==> config.mk <==
export PLATFORM = sky130hd
export DESIGN_NAME = brake_ctrl
export DESIGN_NICKNAME = d
export VERILOG_FILES = /design/src/rtl/brake_ctrl.sv
export SDC_FILE = /design/constraint.sdc
export NUM_CORES = 1
export LEC_CHECK = 0
export BUFFER_PORTS_ARGS = -buffer_cell sky130_fd_sc_hd__buf_2
export CAP_MARGIN = 40
export CORE_MARGIN = 2
export CORE_UTILIZATION = 24
export DETAILED_ROUTE_END_ITERATION = 16
export PLACE_DENSITY = 0.47
export SETUP_SLACK_MARGIN = 0.1
export SYNTH_ARGS = -nofsm -noshare
export SYNTH_HDL_FRONTEND = slang
export SYNTH_SLANG_ARGS = --single-unit
export TNS_END_PERCENT = 50
==> constraint.sdc <==
create_clock -name clk -period 3.7 [get_ports clk]
set_input_delay 1.11 -clock clk [delete_from_list [all_inputs] [get_ports clk]]
set_output_delay 1.11 -clock clk [all_outputs]
set_load 0.02 [all_outputs]
==> src/rtl/brake_ctrl.sv <==
// brake_ctrl: heartbeat watchdog with brake PWM drive.
// The host arms the watchdog with brake_heart_enable and keeps it alive
// with brake_heart_pulse. If no pulse arrives within the configured number
// of seconds, the block enters TIMEOUT and raises brake_fault.
// The PWM period always runs; its duty is taken from brake_ratio and is
// latched once at the start of each period.
// Optional build macro: BRAKE_FAILSAFE_EN drives full brake (constant-high
// PWM) while in TIMEOUT. When the macro is undefined, the PWM stays low in
// TIMEOUT.
module brake_ctrl #(
    parameter int unsigned CLK_FREQ   = 50000000,
    parameter int unsigned PWM_PERIOD = 1000,
    parameter int unsigned U_DLY      = 1
) (
    input  logic        clk,
    input  logic        rst_n,
    input  logic        brake_heart_pulse,
    input  logic [7:0]  brake_heart_timeout,
    input  logic        brake_heart_enable,
    input  logic [15:0] brake_ratio,
    output logic        brake_pwm,
    output logic        brake_fault,
    output logic        brake_fault_int,
    output logic [1:0]  brake_state
);

    localparam int unsigned    CYC_W    = (CLK_FREQ > 1) ? $clog2(CLK_FREQ) : 1;
    localparam logic [CYC_W-1:0] CYC_LAST = CYC_W'(CLK_FREQ - 1);
    localparam logic [15:0]    PWM_LAST = 16'(PWM_PERIOD - 1);
    localparam logic [15:0]    PWM_MAX  = 16'(PWM_PERIOD);

    // U_DLY is kept for interface compatibility; register updates here are zero-delay.
    if (U_DLY > 32'd1000000) begin : g_dly_unmodelled
    end

    typedef enum logic [1:0] {
        ST_IDLE    = 2'd0,
        ST_ARMED   = 2'd1,
        ST_TIMEOUT = 2'd2
    } state_t;

    state_t             state_q, state_d;
    logic [CYC_W-1:0]   cyc_q, cyc_d;
    logic [7:0]         sec_q, sec_d;
    logic [15:0]        pwm_cnt_q, pwm_cnt_d;
    logic [15:0]        duty_q, duty_d;
    logic               pwm_q, pwm_d;
    logic               fault_q, fault_d;
    logic               fault_int_q, fault_int_d;

    logic               tick;
    logic [7:0]         eff_timeout;
    logic [8:0]         sec_inc;
    logic [15:0]        ratio_clip;
    logic [15:0]        duty_cur;

    // A zero timeout is treated as one second; the value is used live.
    assign eff_timeout = (brake_heart_timeout == 8'd0) ? 8'd1 : brake_heart_timeout;
    assign sec_inc     = {1'b0, sec_q} + 9'd1;
    assign tick        = (state_q == ST_ARMED) && (cyc_q == CYC_LAST);
    assign ratio_clip  = (brake_ratio > PWM_MAX) ? PWM_MAX : brake_ratio;

    // Next-state logic for the watchdog FSM and its cycle/second counters.
    always_comb begin
        state_d = state_q;
        cyc_d   = cyc_q;
        sec_d   = sec_q;
        if (!brake_heart_enable) begin
            state_d = ST_IDLE;
            cyc_d   = '0;
            sec_d   = '0;
        end else begin
            case (state_q)
                ST_IDLE: begin
                    state_d = ST_ARMED;
                    cyc_d   = '0;
                    sec_d   = '0;
                end
                ST_ARMED: begin
                    if (brake_heart_pulse) begin
                        // A pulse on the timeout tick still wins, so no fault is raised.
                        cyc_d = '0;
                        sec_d = '0;
                    end else if (tick) begin
                        cyc_d = '0;
                        if (sec_inc >= {1'b0, eff_timeout}) begin
                            state_d = ST_TIMEOUT;
                            sec_d   = '0;
                        end else begin
                            sec_d = sec_inc[7:0];
                        end
                    end else begin
                        cyc_d = cyc_q + 1'b1;
                    end
                end
                ST_TIMEOUT: begin
                    if (brake_heart_pulse) begin
                        state_d = ST_ARMED;
                        cyc_d   = '0;
                        sec_d   = '0;
                    end
                end
                default: begin
                    state_d = ST_IDLE;
                    cyc_d   = '0;
                    sec_d   = '0;
                end
            endcase
        end
    end

    // PWM counter, duty latch, and next values of the registered outputs.
    always_comb begin
        pwm_cnt_d = (pwm_cnt_q == PWM_LAST) ? 16'd0 : pwm_cnt_q + 16'd1;
        duty_d    = duty_q;
        duty_cur  = duty_q;
        if (pwm_cnt_q == 16'd0) begin
            duty_d   = ratio_clip;
            duty_cur = ratio_clip;
        end
        case (state_d)
            ST_ARMED: pwm_d = (pwm_cnt_q < duty_cur);
            ST_TIMEOUT: begin
`ifdef BRAKE_FAILSAFE_EN
                pwm_d = 1'b1;
`else
                pwm_d = 1'b0;
`endif
            end
            default: pwm_d = 1'b0;
        endcase
        fault_d     = (state_d == ST_TIMEOUT);
        fault_int_d = (state_d == ST_TIMEOUT) && (state_q != ST_TIMEOUT);
    end

    // All state, counters and outputs clear asynchronously on reset.
    always_ff @(posedge clk or negedge rst_n) begin
        if (!rst_n) begin
            state_q     <= ST_IDLE;
            cyc_q       <= '0;
            sec_q       <= '0;
            pwm_cnt_q   <= '0;
            duty_q      <= '0;
            pwm_q       <= 1'b0;
            fault_q     <= 1'b0;
            fault_int_q <= 1'b0;
        end else begin
            state_q     <= state_d;
            cyc_q       <= cyc_d;
            sec_q       <= sec_d;
            pwm_cnt_q   <= pwm_cnt_d;
            duty_q      <= duty_d;
            pwm_q       <= pwm_d;
            fault_q     <= fault_d;
            fault_int_q <= fault_int_d;
        end
    end

    assign brake_pwm       = pwm_q;
    assign brake_fault     = fault_q;
    assign brake_fault_int = fault_int_q;
    assign brake_state     = state_q;

endmodule
==> results of run 1 <==
[state kept, by name, indices dropped and copies added (netlist names)]
signal	cells
duty_q	16
brake_fault	1
pwm_cnt_q	16
cyc_q	26
brake_state	2
sec_q	8
brake_fault_int	1
brake_pwm	1
[area by class of cell]
cell class	count	area, um^2	share of cell area
Inverter	33	123.9	0.02552
Tap cell	225	281.5	0.05799
Clock buffer	12	236.5	0.04871
Sequential cell	71	1777	0.3660
Multi-Input combinational cell	322	2191	0.4513
Clock inverter	4	22.52	0.004639
Timing Repair Buffer	39	222.7	0.04588
[Yosys cell counts (5+ instances only)]
cell / instances
a21oi_1: 9
and3_1: 8
and4_1: 6
dfrtp_1: 71
ha_1: 27
inv_1: 28
inv_2: 5
nand2_1: 41
nand3_1: 20
nand4_1: 13
nor2_1: 50
nor3_1: 16
nor4_1: 6
o21ai_0: 20
xnor2_1: 33
xor2_1: 5
[routing by layer]
metal	global-route usage	vias up	part of all wire
met5	0	-	0
met4	0.04167	0	0.021
met3	0.03180	16	0.037
met2	0.1785	52	0.47
met1	0.1441	1581	0.47
li1	-	1615	-
[kinds of logic (layout without fill, tap and decap cells)]
group,Yosys count,after routing,share of synthesized area
adders and majority gates,27,27,0.08159
muxes,1,1,0.002720
buffers and inverters,42,88,0.04201
AOI/OAI and AO/OA,57,57,0.09066
DFF,71,71,0.4291
xor gates and xnor gates,38,38,0.08039
and+or+nand+nor,199,199,0.2735
[power by group through the flow]
stage / logic [mW] / clock network (mW) / registers, mW
floorplan: 0.0204 / 0 / 0.796
global placement: 0.0654 / 0 / 0.796
detailed placement: 0.0666 / 0 / 0.796
CTS: 0.0668 / 0.804 / 0.782
global route: 0.0739 / 0.845 / 0.782
finish: 0.0645 / 0.772 / 0.782
[through the flow]
step           hold slack [ps]  cell area (um^2)  utilization  power (mW)
2_1_floorplan            431.7              4140            -      0.8166
3_3_place_gp             451.7              4589       0.2691      0.8613
3_5_place_dp             454.7              4594       0.2694      0.8624
4_1_cts                  474.5              4853       0.2846       1.653
5_1_grt                  495.0              4855       0.2846       1.700
6_report                 465.3              4855       0.2846       1.619
[worst max-delay path: stages (launching register included)]
cell and delay (ps):
dfrtp_1 430, ha_1 230, and4_1 220, nand2_1 70, and2_1 170, or2_2 290, ha_1 320, nand2_1 60
o21ai_1 190, a221oi_2 130, or4_4 570, a221oi_1 410
[worst max-delay path by stage]
stage	from	endpoint	slack, ps
6_report	sec_q[0]	brake_fault	480
5_1_grt	pwm_cnt_q[0]	brake_pwm	140
4_1_cts	pwm_cnt_q[0]	brake_pwm	390
3_5_place_dp	brake_ratio[15]	brake_pwm	100
3_3_place_gp	brake_ratio[15]	brake_pwm	180
2_1_floorplan	brake_ratio[15]	brake_pwm	350
[what timing repair did]
item                       in CTS  in global routing
setup buffers                   0                  0
resized for setup               0                  1
setup endpoints to repair       0                  1
==> flow_summary.json, run 1 <==
{
  "outcome": "finished, final reports clean",
  "endpoint_kind": "flip-flop",
  "grt_pass1_vias": 3329,
  "ys_ff_latch": 71,
  "cts_inserted_buffers": 9,
  "reg2reg_depth": 11,
  "gr-total-overflow": 0,
  "core_um2": 17060,
  "cts_tree": "done",
  "grt_max_degree": 45,
  "cts_hold_repair.buffers": 0,
  "skew_ps": 8.036,
  "synth_top_area_frac": 0.4291,
  "gp_congestion": 0.8104,
  "slew_violations": 0,
  "cellPowerDensity_nw_per_um2": 333.4,
  "layout.cells.most_common": "dfrtp_1",
  "syn_to_final_growth_pct": 17.26,
  "first_pass_iters": 4,
  "die_w_um": 135.3,
  "ys_types": 57,
  "whs_endpoint": "duty_q[11]",
  "grt.total_usage": 0.1118,
  "clk_pin_slew_ps": 60,
  "p_comb_frac": 0.040,
  "clockRootBuffer": "clkbuf_16",
  "cts_max_level": 3,
  "finalHoldViolCount": 0,
  "io_pins": 33,
  "synth_top_area_cell": "dfrtp_1",
  "rsz0062_at_grt": "no",
  "die-area_um2": 18320,
  "via_per_inst": 4.623,
  "netlist_top_cells_area": "dfrtp_1 43%, ha_1 8.2%, xnor2_1 7.0%",
  "crit_arrival_ps": 3410,
  "hp-start": "duty_q[11]",
  "clock-sinks": 71,
  "hold-path-cell-count": 2,
  "tns_ps": 0,
  "setup_viol": 0,
  "switching_share": 0.2254,
  "clk_path_buf_depth": 2,
  "rr_endpoint": "brake_fault",
  "layout_common_cells": "71 x dfrtp_1, 50 x nor2_1, 41 x nand2_1",
  "r2r_slack_ps": 480,
  "drc": 0,
  "final_cells": 706,
  "grt_pass1_wl_mm": 16.30,
  "synth_cells": 435,
  "nFillCells": 1829,
  "p_leak_nw": 2.251,
  "drive_gt1_frac": 0.1622,
  "drt-initial-drc-count": 110,
  "crit_fanout": 6,
  "wirelength_mm": 9.393,
  "dieHeight_um": 135.3,
  "place_ws_ps": 100.6,
  "finalCritPeriodShare": 0.8705,
  "synth_enable_flop_cells": 0,
  "fin_nets": 531,
  "dp_hpwl_mm": 7.139,
  "async_flop_share": 1.000,
  "numPortBuffers": 32,
  "clk_latency_ps": 330,
  "reg2reg_from": "sec_q[0]",
  "fmax_mhz": 310.5,
  "p_seq_frac": 0.483,
  "seq_area_frac_synth": 0.4291,
  "crit_type": "flip-flop to flip-flop",
  "p_int_mw": 1.254,
  "tightest_slew_ps": 735.2,
  "p_sw_mw": 0.3648,
  "period_minus_slack_ps": 3221,
  "wl_per_cell_um": 13.30,
  "finalWorstSetupSlack_ps": 479.2,
  "syn_area_um2": 4140,
  "rows": 48,
  "syn_area_per_cell_um2": 9.518,
  "diodes": 0,
  "dp.cells": 690,
  "cp.required_ps": 3890,
  "num_vias": 3264,
  "synth_ff_type": "dfrtp_1",
  "worst_slew_margin_rel": 0.5099,
  "hold_path_class": "flip-flop to flip-flop",
  "drv_cap": 0,
  "pwr-share-clk": 0.477,
  "ys_warn_count": 0,
  "synth_fp_nets": 490,
  "vdd_drop_max_mv": 0.1943,
  "initial_utilization": 0.2427,
  "crit_path_start_kind": "flip-flop",
  "postRouteAntennaNets": 0,
  "antenna_found_initial": 0
}
(Power assumes the default switching activity.)
==> run 2, diff against run 1 <==
PLACE_DENSITY = 0.49   (was 0.47)
==> run 2 against run 1 <==
  * Global-route usage decreased by 0.58 points
  * Combinational power increased by 1%
  * Register-to-register slack improved by 80 ps
  * Clock skew decreased by 3.5 ps
  * Critical path type is now input port to flip-flop
  * Largest cell class unchanged
==> flow_summary.json, run 2 (synthesized netlist as in run 1, its figures left out) <==
{
  "finalPower_mw": 1.635,
  "holdWs_ps": 467.2,
  "num_vias": 3250,
  "syn_to_final_growth_pct": 17.56,
  "period_minus_slack_ps": 3293,
  "diodes": 0,
  "grt_pass1_vias": 3255,
  "whs_endpoint": "duty_q[13]",
  "cts_tree": "done",
  "rsz0062_at_grt": "no",
  "clk_path_buf_depth": 2,
  "wl_per_cell_um": 12.99,
  "fin_nets": 531,
  "post_cts_buffers": 0,
  "reg2reg_depth": 11,
  "crit_fanout": 4,
  "initial_utilization": 0.2427,
  "slew_violations": 0,
  "largest_register_ffs": 26,
  "layout.cells.most_common": "dfrtp_1",
  "drv_cap": 0,
  "cts_max_level": 3,
  "cp.required_ps": 3940,
  "worst_slew_margin_rel": 0.5005,
  "p_leak_nw": 2.260,
  "finalCritPeriodShare": 0.8899,
  "tns_ps": 0,
  "crit_type": "input port to flip-flop",
  "drive_gt1_frac": 0.1608,
  "endpoint_kind": "flip-flop",
  "nFillCells": 1815,
  "clk_pin_slew_ps": 50,
  "final_cells": 704,
  "fmax_mhz": 303.7,
  "via_per_inst": 4.616,
  "antenna_found_initial": 0,
  "cts_inserted_buffers": 9,
  "skew_ps": 4.559,
  "crit_arrival_ps": 3540,
  "die_w_um": 135.3,
  "pwr-share-clk": 0.482,
  "p_int_mw": 1.287,
  "dp_hpwl_mm": 6.880,
  "regMostFlops": "cyc_q",
  "io_pins": 33,
  "cts_resized": 0,
  "clk_latency_ps": 330,
  "finalHoldViolCount": 0,
  "drc": 0,
  "dp.cells": 690,
  "p_comb_frac": 0.040,
  "cellPowerDensity_nw_per_um2": 335.9,
  "postPlaceCellArea_um2": 4602,
  "reg2reg_from": "sec_q[0]",
  "tightest_slew_ps": 749.3,
  "numPortBuffers": 32,
  "grt.total_usage": 0.1060,
  "wirelength_mm": 9.147,
  "gp_congestion": 0.7577,
  "crit_path_start_kind": "input port",
  "dieHeight_um": 135.3,
  "postRouteAntennaNets": 0,
  "gr-total-overflow": 0,
  "cts_hold_repair.buffers": 0,
  "postLayoutCellArea_um2": 4867,
  "die-area_um2": 18320,
  "layout_common_cells": "71 x dfrtp_1, 50 x nor2_1, 41 x nand2_1",
  "setup_viol": 0,
  "hp-start": "duty_q[13]",
  "vdd_drop_max_mv": 0.1992,
  "clockRootBuffer": "clkbuf_16",
  "rr_endpoint": "brake_fault",
  "r2r_slack_ps": 560,
  "drt-initial-drc-count": 233,
  "reg_top3": "cyc_q x26, duty_q x16, pwm_cnt_q x16",
  "core_um2": 17060,
  "hold-path-cell-count": 2,
  "rows": 48,
  "p_seq_frac": 0.478,
  "p_sw_mw": 0.3481,
  "outcome": "finished, final reports clean",
  "grt_max_degree": 56,
  "clock-sinks": 71,
  "hold_path_class": "flip-flop to flip-flop",
  "grt_pass1_wl_mm": 15.72,
  "switching_share": 0.2129,
  "first_pass_iters": 4
}
[run 2: cell type report]
class,instances,area (um^2),area share
Clock buffer,13,260.3,0.05347
Clock inverter,1,5.005,0.001028
Multi-Input combinational cell,322,2190,0.4499
Tap cell,225,281.5,0.05784
Timing Repair Buffer,39,230.2,0.04730
Inverter,33,123.9,0.02545
Sequential cell,71,1777,0.3650
[run 2: worst max-delay path by stage]
| stage | startpoint | endpoint | slack (ps) | cells past startpoint |
|---|---|---|---|---|
| floorplan | brake_ratio[15] | brake_pwm | 350 | 10 |
| global placement | brake_ratio[15] | brake_pwm | 100 | 11 |
| detailed placement | brake_ratio[15] | brake_pwm | 40 | 11 |
| CTS | brake_ratio[15] | brake_pwm | 370 | 11 |
| global route | brake_ratio[15] | brake_pwm | 140 | 11 |
| finish | brake_ratio[15] | brake_pwm | 410 | 11 |
[run 2: per-layer routing]
layer,vias up,routed length (um),part of all wire,track usage
li1,1626,-,-,-
met3,11,241,0.026,0.02581
met4,0,83,0.0091,0.02546
met2,39,4528,0.50,0.1833
met5,-,0,0,0
met1,1574,4294,0.47,0.1333
[run 2: critical path, stage by stage]
cell and delay, ps:
buf_2 90, nor4_1 260, nand2_1 130, or3_1 420
o22a_1 230, inv_2 50, ha_1 220, a2111oi_0 530
and3_1 230, a211oi_1 50, nor3b_1 210
[run 2: power by group through the flow]
stage / clock network (mW) / registers, mW / logic, mW
2_1_floorplan: 0 / 0.796 / 0.0204
3_3_place_gp: 0 / 0.796 / 0.0626
3_5_place_dp: 0 / 0.796 / 0.0675
4_1_cts: 0.807 / 0.782 / 0.0678
5_1_grt: 0.837 / 0.782 / 0.0744
6_report: 0.788 / 0.782 / 0.0653
[run 2: stage by stage]
| stage | setup WS, ps | util |
|---|---|---|
| floorplan | 350.3 | - |
| global placement | 101.1 | 0.2679 |
| detailed placement | 35.95 | 0.2698 |
| CTS | 372.4 | 0.2854 |
| global route | 143.8 | 0.2854 |
| finish | 407.3 | 0.2854 |
==> run 3, diff against run 2 <==
clock period = 4.2 ns   (was 3.7 ns; I/O delays follow)
==> run 3 against run 2 <==
  * Final area increased by 0.23%
  * Clock power decreased by 4.4%
  * Combinational power fell by 13%
  * Sequential share of layout area decreased by 0.084 points
  * Die area unchanged
  * Utilization grew 0.066 points
  * Critical endpoint unchanged
==> flow_summary.json, run 3 (synthesized netlist as in run 1, its figures left out) <==
{
  "outcome": "finished, final reports clean",
  "layout_common_cells": "71 x dfrtp_1, 50 x nor2_1, 41 x nand2_1",
  "cpLargestDelayFamily": "simple AND/OR/NAND/NOR gates",
  "die-area_um2": 18320,
  "core_um2": 17060,
  "p_int_mw": 1.172,
  "cts_inserted_buffers": 9,
  "period_minus_slack_ps": 3524,
  "grt.total_usage": 0.1094,
  "wirelength_mm": 9.349,
  "skew_ps": 7.374,
  "post_cts_buffers": 0,
  "layout.cells.most_common": "dfrtp_1",
  "clk_path_buf_depth": 2,
  "pwr-share-clk": 0.502,
  "slew_violations": 0,
  "die_w_um": 135.3,
  "drv_cap": 0,
  "crit_slowest_cell": "a2111oi_0",
  "drt-initial-drc-count": 184,
  "cts_resized": 0,
  "place_ws_ps": 322.1,
  "syn_to_final_growth_pct": 17.83,
  "fmax_mhz": 283.8,
  "cts_tree": "done",
  "first_pass_iters": 4,
  "grt_pass1_wl_mm": 16.05,
  "p_leak_nw": 2.260,
  "dieHeight_um": 135.3,
  "switching_share": 0.2180,
  "nFillCells": 1810,
  "vdd_drop_max_mv": 0.1960,
  "crit_arrival_ps": 3780,
  "via_per_inst": 4.555,
  "cellPowerDensity_nw_per_um2": 307.2,
  "cp.required_ps": 4450,
  "hold_path_class": "flip-flop to flip-flop",
  "io_pins": 33,
  "clockRootBuffer": "clkbuf_16",
  "endpoint_kind": "flip-flop",
  "dp_hpwl_mm": 7.006,
  "worst_slew_margin_rel": 0.3927,
  "gp_congestion": 0.7666,
  "finalCritPeriodShare": 0.8391,
  "p_sw_mw": 0.3267,
  "crit_buf_inv": 2,
  "p_seq_frac": 0.460,
  "largest_register_ffs": 26,
  "postRouteAntennaNets": 0,
  "drc": 0,
  "numPortBuffers": 32,
  "cts_hold_repair.buffers": 0,
  "clk_pin_slew_ps": 60,
  "rsz0062_at_grt": "no",
  "grt_max_degree": 40,
  "antenna_found_initial": 0,
  "setup_viol": 0,
  "fin_nets": 529,
  "finalWorstSetupSlack_ps": 675.8,
  "gr-total-overflow": 0,
  "regMostFlops": "cyc_q",
  "crit_path_start_kind": "input port",
  "crit_fanout": 5,
  "finalHoldViolCount": 0,
  "clk_latency_ps": 330,
  "wl_per_cell_um": 13.28,
  "diodes": 0,
  "initial_utilization": 0.2427,
  "tns_ps": 0,
  "tightest_slew_ps": 904.0,
  "crit_type": "input port to flip-flop",
  "drive_gt1_frac": 0.1628,
  "clock-sinks": 71,
  "cts_max_level": 3,
  "path_cells": "buf_2 > nor4_1 > nand2_1 > or3_1 > o22a_1 > inv_2 > ha_1 > a2111oi_0 > and3_1 > a211oi_1 > nor3b_1",
  "grt_pass1_vias": 3227,
  "num_vias": 3207,
  "rows": 48,
  "reg_top3": "cyc_q x26, duty_q x16, pwm_cnt_q x16",
  "slowest_delay_ps": 510,
  "p_comb_frac": 0.038
}
## run 3: metal layers
layer	vias to the layer above	share of wire	track usage
li1	1613	-	-
met3	10	0.030	0.02993
met5	-	0	0
met1	1553	0.47	0.1393
met4	0	0.010	0.02604
met2	31	0.49	0.1847
## run 3: layout make-up
type	instances	area (um^2)	share of cell area
sequential	71	1777	0.3642
inverter	33	123.9	0.02539
clock inverter	2	12.51	0.002565
tap	225	281.5	0.05771
timing repair buffer	37	210.2	0.04309
clock buffer	14	284.0	0.05822
multi-input combinational	322	2190	0.4488
## run 3: final timing paths
kind,cells past startpoint,slack [ps],to,from
worst max-delay path,11,680,brake_pwm,brake_ratio[15]
worst min-delay path,2,470,duty_q[15],duty_q[15]
worst max register to register,13,860,brake_pwm,pwm_cnt_q[0]
worst min register to register,2,470,duty_q[15],duty_q[15]
max in group asynchronous,3,2670,cyc_q[9],rst_n
min in group asynchronous,2,950,duty_q[4],rst_n
## run 3: worst reg2reg max path: cells and delay by family, from the launching register on
kind | cells | cell delay, ps
AO/OA/AOI/OAI | 3 | 790
adder cells (fa/ha/maj) | 2 | 380
buffers and inverters | 3 | 360
flip-flops | 1 | 440
AND/OR/NAND/NOR | 5 | 1280
## run 3: per-stage QoR
step	power, mW	instance area [um^2]	util	instances	hold WS (ps)
finish	1.498	4878	0.2860	704	467.8
global route	1.558	4878	0.2860	704	494.2
floorplan	0.7194	4140	-	435	431.7
detailed placement	0.7599	4582	0.2686	688	455.5
global placement	0.7556	4562	0.2675	687	448.8
CTS	1.521	4878	0.2860	704	471.7
## run 3: power by group through the flow
stage	logic (mW)	registers [mW]	clock network, mW
after floorplan	0.0180	0.701	0
final	0.0571	0.689	0.753
after detailed placement	0.0590	0.701	0
after CTS	0.0592	0.688	0.774
after global routing	0.0652	0.688	0.804
after global placement	0.0546	0.701	0
